### src/rtl/perf_stat_pkg.sv
// Shared definitions for the performance-statistics UART transmitter.
// Holds the frame constants and the serializer state enumeration used
// by both the frame sequencer and the bit-level serializer.
package perf_stat_pkg;

    localparam logic [7:0] SYNC_BYTE   = 8'hA5;
    localparam int         FRAME_BYTES = 18;

    typedef enum logic [1:0] {
        IDLE      = 2'd0,
        START_BIT = 2'd1,
        DATA_BITS = 2'd2,
        STOP_BIT  = 2'd3
    } tx_state_e;

endpackage

### src/rtl/uart_tx_byte.sv
// 8N1 byte serializer with a valid/ready byte handshake.
// A byte is taken when valid && ready. Ready is high while idle and in the
// final cycle of a stop bit, so a waiting byte follows the previous stop
// bit with no idle gap.
// Ports:
//   clk, rst         clock, synchronous active-high reset
//   valid, data      byte offered by the sequencer
//   ready            serializer can take a byte this cycle
//   txd              serial line, idle high (registered)
//   busy             a byte is on the line
module uart_tx_byte
    import perf_stat_pkg::*;
#(
    parameter int CLKS_PER_BIT = 16
) (
    input  logic       clk,
    input  logic       rst,
    input  logic       valid,
    input  logic [7:0] data,
    output logic       ready,
    output logic       txd,
    output logic       busy
);

    localparam int            TW       = $clog2(CLKS_PER_BIT);
    localparam logic [TW-1:0] BIT_LAST = TW'(CLKS_PER_BIT - 1);

    tx_state_e     state;
    logic [TW-1:0] timer;
    logic [2:0]    bit_idx;
    logic [7:0]    shreg;
    logic          bit_end;

    assign bit_end = (timer == BIT_LAST);
    assign ready   = (state == IDLE) || ((state == STOP_BIT) && bit_end);
    assign busy    = (state != IDLE);

    always_ff @(posedge clk) begin
        if (rst) begin
            state   <= IDLE;
            txd     <= 1'b1;
            timer   <= '0;
            bit_idx <= '0;
            shreg   <= '0;
        end else begin
            case (state)
                IDLE: begin
                    timer   <= '0;
                    bit_idx <= '0;
                    if (valid) begin
                        state <= START_BIT;
                        txd   <= 1'b0;
                        shreg <= data;
                    end
                end
                START_BIT: begin
                    if (bit_end) begin
                        timer   <= '0;
                        bit_idx <= '0;
                        state   <= DATA_BITS;
                        txd     <= shreg[0];
                        shreg   <= {1'b0, shreg[7:1]};
                    end else begin
                        timer <= timer + 1'b1;
                    end
                end
                DATA_BITS: begin
                    if (bit_end) begin
                        timer <= '0;
                        if (bit_idx == 3'd7) begin
                            state <= STOP_BIT;
                            txd   <= 1'b1;
                        end else begin
                            bit_idx <= bit_idx + 3'd1;
                            txd     <= shreg[0];
                            shreg   <= {1'b0, shreg[7:1]};
                        end
                    end else begin
                        timer <= timer + 1'b1;
                    end
                end
                STOP_BIT: begin
                    if (bit_end) begin
                        timer <= '0;
                        // Chain straight into the next byte's start bit when one is waiting.
                        if (valid) begin
                            state <= START_BIT;
                            txd   <= 1'b0;
                            shreg <= data;
                        end else begin
                            state <= IDLE;
                        end
                    end else begin
                        timer <= timer + 1'b1;
                    end
                end
                default: state <= IDLE;
            endcase
        end
    end

endmodule

### src/rtl/perf_stat_tx.sv
// Snapshots four performance counters on start and sends them as an
// 18-byte UART frame: A5, total, conditional, unconditional,
// conditional_success (each MSB byte first), then the XOR of the 16
// counter bytes.
// Ports:
//   clk, rst                 clock, synchronous active-high reset
//   start                    request a frame (ignored while a frame runs)
//   total, conditional,
//   unconditional,
//   conditional_success      32-bit counter inputs
//   txd                      serial line, idle high
//   busy                     frame in progress
//   done                     one-cycle pulse after the final stop bit
module perf_stat_tx
    import perf_stat_pkg::*;
#(
    parameter int CLKS_PER_BIT = 16
) (
    input  logic        clk,
    input  logic        rst,
    input  logic        start,
    input  logic [31:0] total,
    input  logic [31:0] conditional,
    input  logic [31:0] unconditional,
    input  logic [31:0] conditional_success,
    output logic        txd,
    output logic        busy,
    output logic        done
);

    localparam logic [4:0] FRAME_LEN = 5'(FRAME_BYTES);
    localparam logic [4:0] LAST_IDX  = 5'(FRAME_BYTES - 1);

    logic         active;
    logic [4:0]   byte_idx;
    logic [31:0]  snap_total, snap_cond, snap_uncond, snap_success;
    logic [127:0] snap_words;
    logic [3:0]   word_byte;
    logic         byte_valid, byte_ready;
    logic [7:0]   byte_data;

    function automatic logic [7:0] xor_fold(input logic [127:0] w);
        logic [7:0] acc;
        acc = '0;
        for (int i = 0; i < 16; i++) begin
            acc = acc ^ w[i*8 +: 8];
        end
        return acc;
    endfunction

    assign snap_words = {snap_total, snap_cond, snap_uncond, snap_success};

    // While idle the sync byte is offered directly from start, so the
    // serializer begins the start bit on the same edge that snapshots.
    assign byte_valid = active ? (byte_idx < FRAME_LEN) : start;

    always_comb begin
        word_byte = 4'(byte_idx - 5'd1);
        byte_data = SYNC_BYTE;
        if (active) begin
            if (byte_idx == LAST_IDX) begin
                byte_data = xor_fold(snap_words);
            end else if (byte_idx != 5'd0) begin
                byte_data = snap_words[{4'd15 - word_byte, 3'b000} +: 8];
            end
        end
    end

    always_ff @(posedge clk) begin
        if (rst) begin
            active       <= 1'b0;
            byte_idx     <= '0;
            done         <= 1'b0;
            snap_total   <= '0;
            snap_cond    <= '0;
            snap_uncond  <= '0;
            snap_success <= '0;
        end else begin
            done <= 1'b0;
            if (byte_valid && byte_ready) begin
                byte_idx <= byte_idx + 5'd1;
                if (!active) begin
                    active       <= 1'b1;
                    snap_total   <= total;
                    snap_cond    <= conditional;
                    snap_uncond  <= unconditional;
                    snap_success <= conditional_success;
                end
            end else if (active && byte_ready) begin
                // Last stop bit ends with nothing left to send.
                active   <= 1'b0;
                byte_idx <= '0;
                done     <= 1'b1;
            end
        end
    end

    uart_tx_byte #(
        .CLKS_PER_BIT(CLKS_PER_BIT)
    ) u_ser (
        .clk  (clk),
        .rst  (rst),
        .valid(byte_valid),
        .data (byte_data),
        .ready(byte_ready),
        .txd  (txd),
        .busy (busy)
    );

endmodule

### config.mk
export PLATFORM = sky130hd
export DESIGN_NAME = perf_stat_tx
export DESIGN_NICKNAME = d
export VERILOG_FILES = /design/src/rtl/perf_stat_pkg.sv /design/src/rtl/uart_tx_byte.sv /design/src/rtl/perf_stat_tx.sv
export SDC_FILE = /design/constraint.sdc
export NUM_CORES = 1
export LEC_CHECK = 0
export ABC_AREA = 0
export CORE_UTILIZATION = 35
export CTS_CLUSTER_SIZE = 8
export DETAILED_ROUTE_END_ITERATION = 6
export SETUP_SLACK_MARGIN = 0.3
export SYNTH_ARGS = -nofsm -noshare
export SYNTH_HDL_FRONTEND = slang
export SYNTH_SLANG_ARGS = --single-unit
### constraint.sdc
create_clock -name clk -period 3.3 [get_ports clk]
set_input_delay 0.825 -clock clk [delete_from_list [all_inputs] [get_ports clk]]
set_output_delay 0.825 -clock clk [all_outputs]
set_load 0.03 [all_outputs]
After elaboration in Yosys (flattened, before gate mapping)
Index checks and enable logic that the tools add are counted.

storage, ports and cells
  bits in registers = 153
  bits of input ports = 131
  logic and storage cells = 97

cells by class
  order comparisons = 1
  bitwise logic cells = 16
  multiplexer cells = 34
  reduce and logical (&&, ||, !) cells = 16
  shifts and indexed selects = 1
  equality and inequality tests = 12
  $add $sub $neg = 5

operators with widths
  kind                   count
  $shiftx A128 B8 Y8     1
  $xor A8 B8 Y8          15
  $mux W8                8
  $pmux W8 S4            1
  $mux W1                10
  $mux W2                5
  $mux W5                2
  $mux W3                3
  $pmux W3 S3            1
  $ne A2 B1 Y1 const B   4
  $pmux W2 S4            1
  $pmux W4 S2            1
  $reduce_and A4 Y1      2
  $add A5 B1 Y5 const B  1
  $eq A5 B5 Y1 const B   1
  $lt A5 B5 Y1 const B   1
  $reduce_and A5 Y1      1
  $reduce_bool A5 Y1     1
  $add A4 B1 Y4 const B  1
  $eq A2 B2 Y1 const B   2
  $eq A4 B4 Y1 const B   1
  $mux W4                1
  $ne A2 B2 Y1 const B   2
  $pmux W1 S4            1
  other kinds (15)       18

Longest topological paths before layout
Gate-level depths: netlist (run 1).

  word-level depth = 20
  depth in mapped cells = 12
  gate-level depth less buffers = 8

Hierarchy
From an unflattened synthesis (run 1), not the netlist that was laid out.

second synthesis, totals
  cells, all modules = 941
  area total of the unflattened synthesis = 8055.2 µm²

by module, submodules not included
  module        times used  cells each  area each (µm²)
  perf_stat_tx  1           830         7011.7
  uart_tx_byte  1           111         1043.5

Least setup slack after synthesis (run 1)
OpenSTA, ideal clock, no wires.

  path kind = register to register
  start point = register byte_idx[0]
  end point = register u_ser.shreg[6]
  arrival = 2.721 ns
  slack = 0.439 ns
  required time = 3.160 ns
  buffers on the path = 5
  cell stages (with the launch flop) = 13
  cells stage by stage = dfxtp_1 > buf_4 > buf_4 > buf_2 > inv_1 > ha_1 > buf_2 > buf_4 > mux4_2 > nand2_1 > a21oi_1 > a2111oi_0 > a221oi_1

on the way
  longest elaborated chain between the ends = 9
  elaborated cells on any way between the ends = 13

RTL lines
  element                   RTL line                                source
  start: declaration        perf_stat_tx.sv:35                      logic [4:0] byte_idx;
  start signal: assignment  perf_stat_tx.sv:81                      byte_idx <= byte_idx + 5'd1;
  $sub A4 B1 Y4             perf_stat_tx.sv:58                      word_byte = 4'(byte_idx - 5'd1);
  $sub A4 B4 Y4             perf_stat_tx.sv:64                      byte_data = snap_words[{4'd15 - word_byte, 3'b000} +: 8];
  $shiftx A128 B8 Y8        perf_stat_tx.sv:64
  $mux W8                   perf_stat_tx.sv:63                      end else if (byte_idx != 5'd0) begin
  $mux W8                   perf_stat_tx.sv:61                      if (byte_idx == LAST_IDX) begin
  $mux W8                   perf_stat_tx.sv:60                      if (active) begin
  $mux W8 (*)               uart_tx_byte.sv:50, uart_tx_byte.sv:86
  $mux W8                   uart_tx_byte.sv:83                      if (bit_end) begin
  $pmux W8 S4 (*)           uart_tx_byte.sv:46                      case (state)
  end signal: assignment    uart_tx_byte.sv:53                      shreg <= data;
  end signal: assignment    uart_tx_byte.sv:62                      shreg <= {1'b0, shreg[7:1]};
  end signal: assignment    uart_tx_byte.sv:89                      shreg <= data;
  end: declaration          uart_tx_byte.sv:31                      logic [7:0] shreg;

Every way passes the cells marked *; elsewhere a longest branch is shown, timed or not. The select of a mux whose other input is x is not followed.
A chain may end at the register's enable or synchronous reset.

Worst setup path in the final report (run 1)
  start point = register u_ser.state[0]
  end point = output port busy

on the way
  longest elaborated chain between the ends = 1

RTL lines
  element                   RTL line            source
  start: declaration        uart_tx_byte.sv:28  tx_state_e state;
  start signal: assignment  uart_tx_byte.sv:40  state <= IDLE;
  start signal: assignment  uart_tx_byte.sv:51  state <= START_BIT;
  start signal: assignment  uart_tx_byte.sv:60  state <= DATA_BITS;
  $reduce_bool A2 Y1        uart_tx_byte.sv:36  assign busy = (state != IDLE);
  end: declaration          perf_stat_tx.sv:27  output logic busy,

No other way between the ends.

==> results of run 1 <==
==> final timing paths <==
check	start	end	slack (ps)	depth (start not counted)
max	u_ser.state[0]	busy	550	4
min	u_ser.timer[0]	u_ser.timer[0]	450	1
max reg2reg	byte_idx[1]	u_ser.shreg[7]	710	6
min reg2reg	u_ser.timer[0]	u_ser.timer[0]	450	1
==> layer usage <==
| layer | global-route usage, % | wire length (um) | up-vias | part of all wire [%] |
|---|---|---|---|---|
| met1 | 27.3 | 10700 | 3189 | 47 |
| met2 | 32.6 | 10600 | 157 | 47 |
| met3 | 4.18 | 1030 | 19 | 4.5 |
| met4 | 5.39 | 337 | 0 | 1.5 |
| li1 | - | - | 3411 | - |
| met5 | 0 | 0 | - | 0 |
==> layout by cell type (no fill, tap or decap), types with 2 or more instances in the layout <==
cell type,netlist,routed
clkinv_4,0,5
nand2_1,288,288
ha_1,11,11
o21ai_0,8,8
mux2i_1,10,10
inv_1,11,11
nor4b_1,3,3
xor2_1,14,14
clkdlybuf4s50_1,0,132
clkbuf_16,0,17
and2_1,3,3
nand3_1,12,12
nand2b_1,5,5
a311o_1,2,2
a2111oi_0,5,5
or3_1,2,2
buf_12,0,2
a22oi_1,6,6
nor2_1,21,21
and3_1,3,3
inv_8,0,3
a21oi_1,145,145
a31oi_1,4,4
a311oi_1,3,3
inv_6,0,5
nor2b_1,7,7
dfxtp_1,153,152
a211oi_1,4,4
mux4_2,26,26
buf_4,3,12
xnor2_1,110,110
o22ai_1,3,3
a221oi_1,4,4
o21ai_1,2,2
a32o_1,4,4
nor3_1,3,3
==> registers in the layout, summed over array words and instances, names as in the netlist <==
register / flops
active: 1
u_ser.txd: 1
u_ser.timer: 4
u_ser.state: 2
byte_idx: 5
u_ser.shreg: 8
done: 1
snap_total: 32
snap_cond: 32
u_ser.bit_idx: 3
snap_uncond: 32
snap_success: 32
==> per-stage QoR <==
step           setup WS [ps]  area [sq um]  utilization [%]
2_1_floorplan            439          7950                -
3_3_place_gp             751          9480             43.0
3_5_place_dp             693          9480             43.0
4_1_cts                  535         10100             45.7
5_1_grt                  414         10100             45.7
6_report                 546         10100             45.7
==> power groups by stage <==
stage | clock network (uW) | logic, uW | registers, uW
floorplan | 0 | 2990 | 2490
global placement | 0 | 3830 | 2650
detailed placement | 0 | 3850 | 2660
CTS | 2000 | 3860 | 2620
global route | 2080 | 4250 | 2660
finish | 1970 | 3840 | 2620
==> layout make-up <==
type / count / area (sq um) / share of cell area, %
multi-input combinational: 726 / 4570 / 45.4
sequential: 153 / 3060 / 30.4
clock buffer: 18 / 439 / 4.36
inverter: 11 / 41.3 / 0.410
clock inverter: 14 / 151 / 1.50
tap: 280 / 350 / 3.48
timing repair buffer: 146 / 1450 / 14.4
==> cells by family after synthesis <==
| group | count (synthesis) | synth area share [%] |
|---|---|---|
| xor+xnor | 125 | 13.9 |
| fa+ha+maj | 11 | 1.73 |
| mux | 37 | 8.76 |
| compound gates | 198 | 14.7 |
| flops | 153 | 38.5 |
| buf+inv | 71 | 4.12 |
| simple gates | 355 | 18.3 |
==> worst max-delay path: stages (launching register included) <==
cell and delay [ps]:
dfxtp_1 360, inv_1 120, ha_1 290, inv_1 70, clkdlybuf4s50_1 660
==> flow_summary.json, run 1 <==
{
  "diodes": 0,
  "grt_first_pass_wirelength_mm": 36.4,
  "drive_gt1_share_pct": 7.87,
  "cts_sinks": 153,
  "grt_max_degree": 129,
  "finalHoldViolCount": 0,
  "place.gp.congestion": 0.891,
  "pwr-share-clk_pct": 23.3,
  "outcome": "finished with violations",
  "drcViolationCount": 1,
  "syn_nets": 1092,
  "leakagePower_uw": 0.00349,
  "async_flop_share_pct": 0,
  "maxSlewHeadroom_pct": 44.8,
  "synth_seq_cells": 153,
  "post_cts_resized": 0,
  "start_kind": "flop",
  "total_power_uw": 8430,
  "period_share_pct": 83.5,
  "synth_area_leaders": "dfxtp_1 (39%), nand2_1 (14%), xnor2_1 (12%)",
  "criticalPathCategory": "reg2out",
  "power.switching_uw": 3340,
  "drv_cap": 0,
  "whs_ps": 452,
  "dr_total_vias": 6776,
  "dieArea_sq_um": 23300,
  "fin_skew_ps": 6.71,
  "end_kind": "output pin",
  "num-nets-final": 1197,
  "finalSetupViolCount": 0,
  "yosysMostFrequentCell": "nand2_1",
  "period_needed_ps": 2750,
  "setup_tns_ps": 0,
  "synthesis.area_sq_um": 7950,
  "drt_first_pass_iters": 7,
  "cts_root_buf": "clkbuf_16",
  "max_slew.worst_pin.slew_ps": 824,
  "max_freq_ghz": 0.363,
  "synthTopCellsByCount": "nand2_1 (288), dfxtp_1 (153), a21oi_1 (145)",
  "io_pins": 134,
  "clkLatencyLatePin_ps": 430,
  "cp_max_fo": 5,
  "antenna_found_initial": 0,
  "chipHeight_um": 153,
  "rows": 54,
  "synth_top_cell_area_share_pct": 38.5,
  "yosysSeqAreaShare_pct": 38.5,
  "power.internal_uw": 5080,
  "violations": "design-rule violations",
  "cts_hold_buf": 0,
  "ys_warn_count": 0,
  "dpl.hpwl_mm": 16.8,
  "critPathRequiredTime_ps": 2470,
  "clockBufferDepth": 2,
  "crit_arrival_ps": 1930,
  "yosys.area.top_type": "dfxtp_1",
  "grt-ovfl-total": 0,
  "cts_tree": "yes",
  "post_cts_buffers": 0,
  "vias_per_cell": 5.03,
  "numCtsBuffers": 17,
  "power_frac_seq_pct": 31.1,
  "grt_pass1_vias": 6602,
  "powerDensity_nw_per_um2": 837,
  "routed_wl_mm": 22.7,
  "io_buffers": 133,
  "drv_slew": 0,
  "start_util_pct": 36.1,
  "avgSynthCellArea_sq_um": 8.37,
  "p_sw_share_pct": 39.7,
  "wl_per_cell_um": 16.8,
  "first_iter_violations": 535,
  "cts_max_level": 4,
  "synthFlopType": "dfxtp_1",
  "die_w_um": 153,
  "fin_cells": 1348,
  "ir_drop_mv": 0.434,
  "ant_nets": 0,
  "fillers": 2184,
  "grt_setup_unrepaired": "no",
  "hold_class": "reg2reg",
  "core_sq_um": 22000,
  "p_comb_share_pct": 45.5,
  "track_usage_pct": 20.2,
  "clkSlewWorstSetupHoldPaths_ps": 60,
  "dp.cells": 1316,
  "synth-edff-count": 0,
  "syn-instance-count": 950,
  "ys_types": 51,
  "area_growth_pct": 26.6
}
Note: power is estimated with default switching activity, not from simulation.
==> run 2, diff against run 1 <==
==> constraint.sdc (replaced) <==
create_clock -name clk -period 2.5 [get_ports clk]
set_input_delay 0.625 -clock clk [delete_from_list [all_inputs] [get_ports clk]]
set_output_delay 0.625 -clock clk [all_outputs]
set_load 0.03 [all_outputs]
==> flow_summary.json, run 2 (same netlist as run 1, synthesis figures left out) <==
{
  "drt_first_pass_iters": 7,
  "fin_cells": 1368,
  "power.switching_uw": 4710,
  "p_comb_share_pct": 48.4,
  "drv_slew": 0,
  "power.internal_uw": 7110,
  "place.gp.congestion": 0.867,
  "violations": "design-rule violations",
  "grt-ovfl-total": 0,
  "diodes": 0,
  "powerDensity_nw_per_um2": 1140,
  "finalSetupViolCount": 0,
  "p_sw_share_pct": 39.9,
  "period_share_pct": 86.8,
  "area_growth_pct": 31.0,
  "dr_total_vias": 6927,
  "chipHeight_um": 153,
  "dpl.hpwl_mm": 17.3,
  "hold_class": "reg2reg",
  "maxSlewHeadroom_pct": 56.7,
  "cts_sinks": 153,
  "core_sq_um": 22000,
  "wl_per_cell_um": 17.4,
  "fin_skew_ps": 11.9,
  "finalHoldViolCount": 0,
  "grt_setup_unrepaired": "yes",
  "io_pins": 134,
  "clockBufferDepth": 2,
  "hold_depth": 1,
  "cp_max_fo": 6,
  "max_freq_ghz": 0.461,
  "start_util_pct": 36.1,
  "dp.cells": 1326,
  "io_buffers": 133,
  "ir_drop_mv": 0.430,
  "cts_max_level": 4,
  "dieArea_sq_um": 23300,
  "track_usage_pct": 20.3,
  "r2r_cells": 9,
  "vias_per_cell": 5.06,
  "drv_cap": 0,
  "rows": 54,
  "grt_pass1_vias": 6485,
  "first_iter_violations": 549,
  "layout_commonest_cell": "nand2_1",
  "grt_first_pass_wirelength_mm": 36.3,
  "routed_wl_mm": 23.8,
  "numCtsBuffers": 17,
  "antenna_found_initial": 0,
  "cts_tree": "yes",
  "crit_arrival_ps": 2470,
  "critPathRequiredTime_ps": 2800,
  "max_slew.worst_pin.slew_ps": 649,
  "pwr-share-clk_pct": 22.3,
  "outcome": "finished with violations",
  "power_frac_seq_pct": 29.3,
  "leakagePower_uw": 0.00364,
  "grt_max_degree": 129,
  "cts_root_buf": "clkbuf_16",
  "drcViolationCount": 3,
  "start_kind": "flop",
  "drive_gt1_share_pct": 10.9,
  "criticalPathCategory": "reg2reg",
  "num-nets-final": 1217,
  "ant_nets": 0,
  "period_needed_ps": 2170,
  "end_kind": "flop",
  "clkSlewWorstSetupHoldPaths_ps": 70,
  "clkLatencyLatePin_ps": 440,
  "die_w_um": 153,
  "layout_common_cells": "nand2_1 (288), dfxtp_1 (151), a21oi_1 (145)",
  "setup_tns_ps": 0
}
[run 2: changes by cell type in the layout (fill, tap and decap cells not counted), sizes merged]
cell,delta
clkdlybuf4s50,-1
buf,+18
clkdlybuf4s18,+1
clkinvlp,+1
clkbuf,+1
[run 2: area by class of cell]
type                       count  area [sq um]
multi-input combinational    726          4660
timing repair buffer         166          1690
tap                          280           350
inverter                      11          43.8
fill                        2168         11600
sequential                   153          3070
clock inverter                15           178
clock buffer                  17           425
[run 2: repair_timing]
| action | 4_1_cts | 5_1_grt |
|---|---|---|
| cloned | 0 | 2 |
| pin swaps | 1 | 7 |
| gates resized for setup | 4 | 25 |
| endpoints found under the hold margin | 0 | 0 |
| hold buffers | 0 | 0 |
| endpoints found under the setup margin | 23 | 125 |
| buffers inserted | 1 | 7 |
[run 2: path summary, 6_finish.rpt]
path,startpoint,to,slack (ps)
setup / recovery,byte_idx[0],u_ser.shreg[4],330
hold reg to reg,u_ser.timer[0],u_ser.timer[0],450
setup reg to reg,byte_idx[0],u_ser.shreg[4],330
hold / removal,u_ser.timer[0],u_ser.timer[0],450
[run 2: stage by stage]
step | setup slack [ps] | total power [uW] | util [%] | hold slack [ps] | area [sq um]
after floorplan | 148 | 7390 | - | 417 | 8020
after global placement | 189 | 8800 | 43.6 | 431 | 9600
after detailed placement | 127 | 8830 | 43.6 | 450 | 9600
after CTS | 267 | 11500 | 46.4 | 461 | 10200
after global routing | 265 | 12500 | 47.3 | 483 | 10400
final | 329 | 11800 | 47.3 | 454 | 10400
[run 2: power by group through the flow]
stage	sequential [uW]	clock, uW	combinational (uW)
2_1_floorplan	3300	0	4090
3_5_place_dp	3500	0	5330
3_3_place_gp	3490	0	5310
4_1_cts	3440	2670	5400
6_report	3460	2640	5730
5_1_grt	3510	2790	6230
[run 2: metal layers]
metal / share of wire (%) / global-route usage, % / up-vias
li1: - / - / 3453
met1: 48 / 28.2 / 3272
met2: 45 / 31.5 / 179
met3: 4.7 / 4.24 / 23
met4: 1.7 / 6.11 / 0
met5: 0 / 0 / -
[run 2: worst max-delay path: stages, from the launching register on]
cell and delay, ps:
dfxtp_4 390, inv_4 50, ha_4 310, buf_6 140, buf_12 110, mux4_2 490
nand2_1 70, nand2_1 80, a22oi_1 260, a221oi_1 120
==> run 3, diff against run 2 <==
--- a/config.mk
+++ b/config.mk
@@ -9,7 +9,9 @@
 export CORE_UTILIZATION = 35
 export CTS_CLUSTER_SIZE = 8
 export DETAILED_ROUTE_END_ITERATION = 6
+export PLACE_DENSITY = 0.64
 export SETUP_SLACK_MARGIN = 0.3
 export SYNTH_ARGS = -nofsm -noshare
 export SYNTH_HDL_FRONTEND = slang
 export SYNTH_SLANG_ARGS = --single-unit
+export TNS_END_PERCENT = 10
==> constraint.sdc (replaced) <==
create_clock -name clk -period 2.3 [get_ports clk]
set_input_delay 0.575 -clock clk [delete_from_list [all_inputs] [get_ports clk]]
set_output_delay 0.575 -clock clk [all_outputs]
set_load 0.03 [all_outputs]
==> flow_summary.json, run 3 (same netlist as run 1, synthesis figures left out) <==
{
  "power_frac_seq_pct": 28.4,
  "max_freq_ghz": 0.475,
  "criticalPathCategory": "reg2reg",
  "chipHeight_um": 153,
  "grt_pass1_vias": 6815,
  "dpl.hpwl_mm": 17.8,
  "cts_root_buf": "clkbuf_16",
  "r2r_end": "u_ser.shreg[7]",
  "num-nets-final": 1232,
  "start_util_pct": 36.1,
  "finalSetupViolCount": 0,
  "crit_path_end": "u_ser.shreg[7]",
  "maxSlewHeadroom_pct": 51.7,
  "vias_per_cell": 5.10,
  "period_share_pct": 91.5,
  "p_comb_share_pct": 50.5,
  "io_buffers": 133,
  "dr_total_vias": 7055,
  "end_kind": "flop",
  "diodes": 0,
  "cts_sinks": 153,
  "grt_setup_unrepaired": "yes",
  "start_kind": "flop",
  "routed_wl_mm": 23.7,
  "max_slew.worst_pin.slew_ps": 724,
  "drt_first_pass_iters": 7,
  "fin_skew_ps": 11.3,
  "drcViolationCount": 0,
  "pwr-share-clk_pct": 21.1,
  "grt_max_degree": 72,
  "die_w_um": 153,
  "numCtsBuffers": 17,
  "core_sq_um": 22000,
  "grt_first_pass_wirelength_mm": 36.7,
  "cts_hold_buf": 0,
  "drv_slew": 0,
  "antenna_found_initial": 0,
  "rows": 54,
  "layout_setup_ws_ps": 196,
  "clkLatencyLatePin_ps": 440,
  "place.gp.congestion": 0.923,
  "layout_common_cells": "nand2_1 (283), dfxtp_1 (150), a21oi_1 (142)",
  "design_area_sq_um": 10700,
  "cts_max_level": 4,
  "cp_max_fo": 6,
  "leakagePower_uw": 0.00373,
  "first_iter_violations": 525,
  "hold_class": "reg2reg",
  "power.switching_uw": 5210,
  "ant_nets": 0,
  "place_area_sq_um": 9750,
  "layout_commonest_cell": "nand2_1",
  "outcome": "complete, no violations",
  "ir_drop_mv": 0.552,
  "fillers": 2140,
  "area_growth_pct": 33.9,
  "power.internal_uw": 8050,
  "r2r_start": "byte_idx[0]",
  "critPathRequiredTime_ps": 2630,
  "io_pins": 134,
  "dieArea_sq_um": 23300,
  "grt-ovfl-total": 0,
  "reg2reg_slack_ps": 200,
  "drive_gt1_share_pct": 13.9,
  "crit_arrival_ps": 2430,
  "cts_tree": "yes",
  "whs_ps": 453,
  "drv_cap": 0,
  "period_needed_ps": 2100,
  "r2r_cells": 6,
  "clkSlewWorstSetupHoldPaths_ps": 70,
  "total_power_uw": 13300,
  "wl_per_cell_um": 17.2,
  "dp_slack_ps": -10.3,
  "track_usage_pct": 20.5,
  "clockBufferDepth": 2,
  "cp-startpoint": "byte_idx[0]",
  "powerDensity_nw_per_um2": 1250,
  "p_sw_share_pct": 39.3,
  "finalHoldViolCount": 0
}
run 3: cell type report:
| type | count | area [sq um] | area share (%) |
|---|---|---|---|
| Timing Repair Buffer | 181 | 1840 | 17.3 |
| Sequential cell | 153 | 3070 | 28.8 |
| Tap cell | 280 | 350 | 3.29 |
| Inverter | 11 | 43.8 | 0.411 |
| Clock buffer | 19 | 453 | 4.25 |
| Clock inverter | 13 | 135 | 1.27 |
| Multi-Input combinational cell | 726 | 4760 | 44.7 |
run 3: power groups by stage:
stage,Clock (uW),Combinational (uW),Sequential (uW)
2_1_floorplan,0,4390,3590
3_3_place_gp,0,6020,3790
3_5_place_dp,0,6030,3800
4_1_cts,2840,6420,3760
5_1_grt,2940,7240,3820
6_report,2790,6700,3770
run 3: worst min path at each step:
stage	startpoint	end	slack [ps]	cells past startpoint
finish	u_ser.timer[0]	u_ser.timer[0]	450	1
floorplan	u_ser.timer[0]	u_ser.timer[0]	420	1
global route	u_ser.shreg[2]	u_ser.shreg[2]	480	1
global placement	u_ser.timer[0]	u_ser.timer[0]	440	1
CTS	u_ser.timer[0]	u_ser.timer[0]	460	1
detailed placement	u_ser.timer[0]	u_ser.timer[0]	450	1
run 3: per-stage QoR:
step	TNS [ps]	instances	util [%]
after floorplan	-354	950	-
after global placement	0	1342	44.3
after detailed placement	-10.3	1342	44.3
after CTS	0	1379	47.7
after global routing	0	1383	48.4
final	0	1383	48.4
run 3: critical path, stage by stage, from the launching register on:
cell and delay, ps:
dfxtp_4 390, inv_4 40, ha_4 330, mux4_2 550
a2111oi_4 340, nor4b_1 110, a32o_1 230
run 3: routing by layer:
layer	track usage, %	wire (um)
met3	3.92	1220
met4	6.20	460
met5	0	0
met1	27.1	10900
met2	33.7	11200
run 3: repair_timing:
action,in CTS,in global routing
pin swaps,6,11
gates resized for setup,34,26
cloned,1,0
setup endpoints to repair,10,144
buffers inserted,4,4
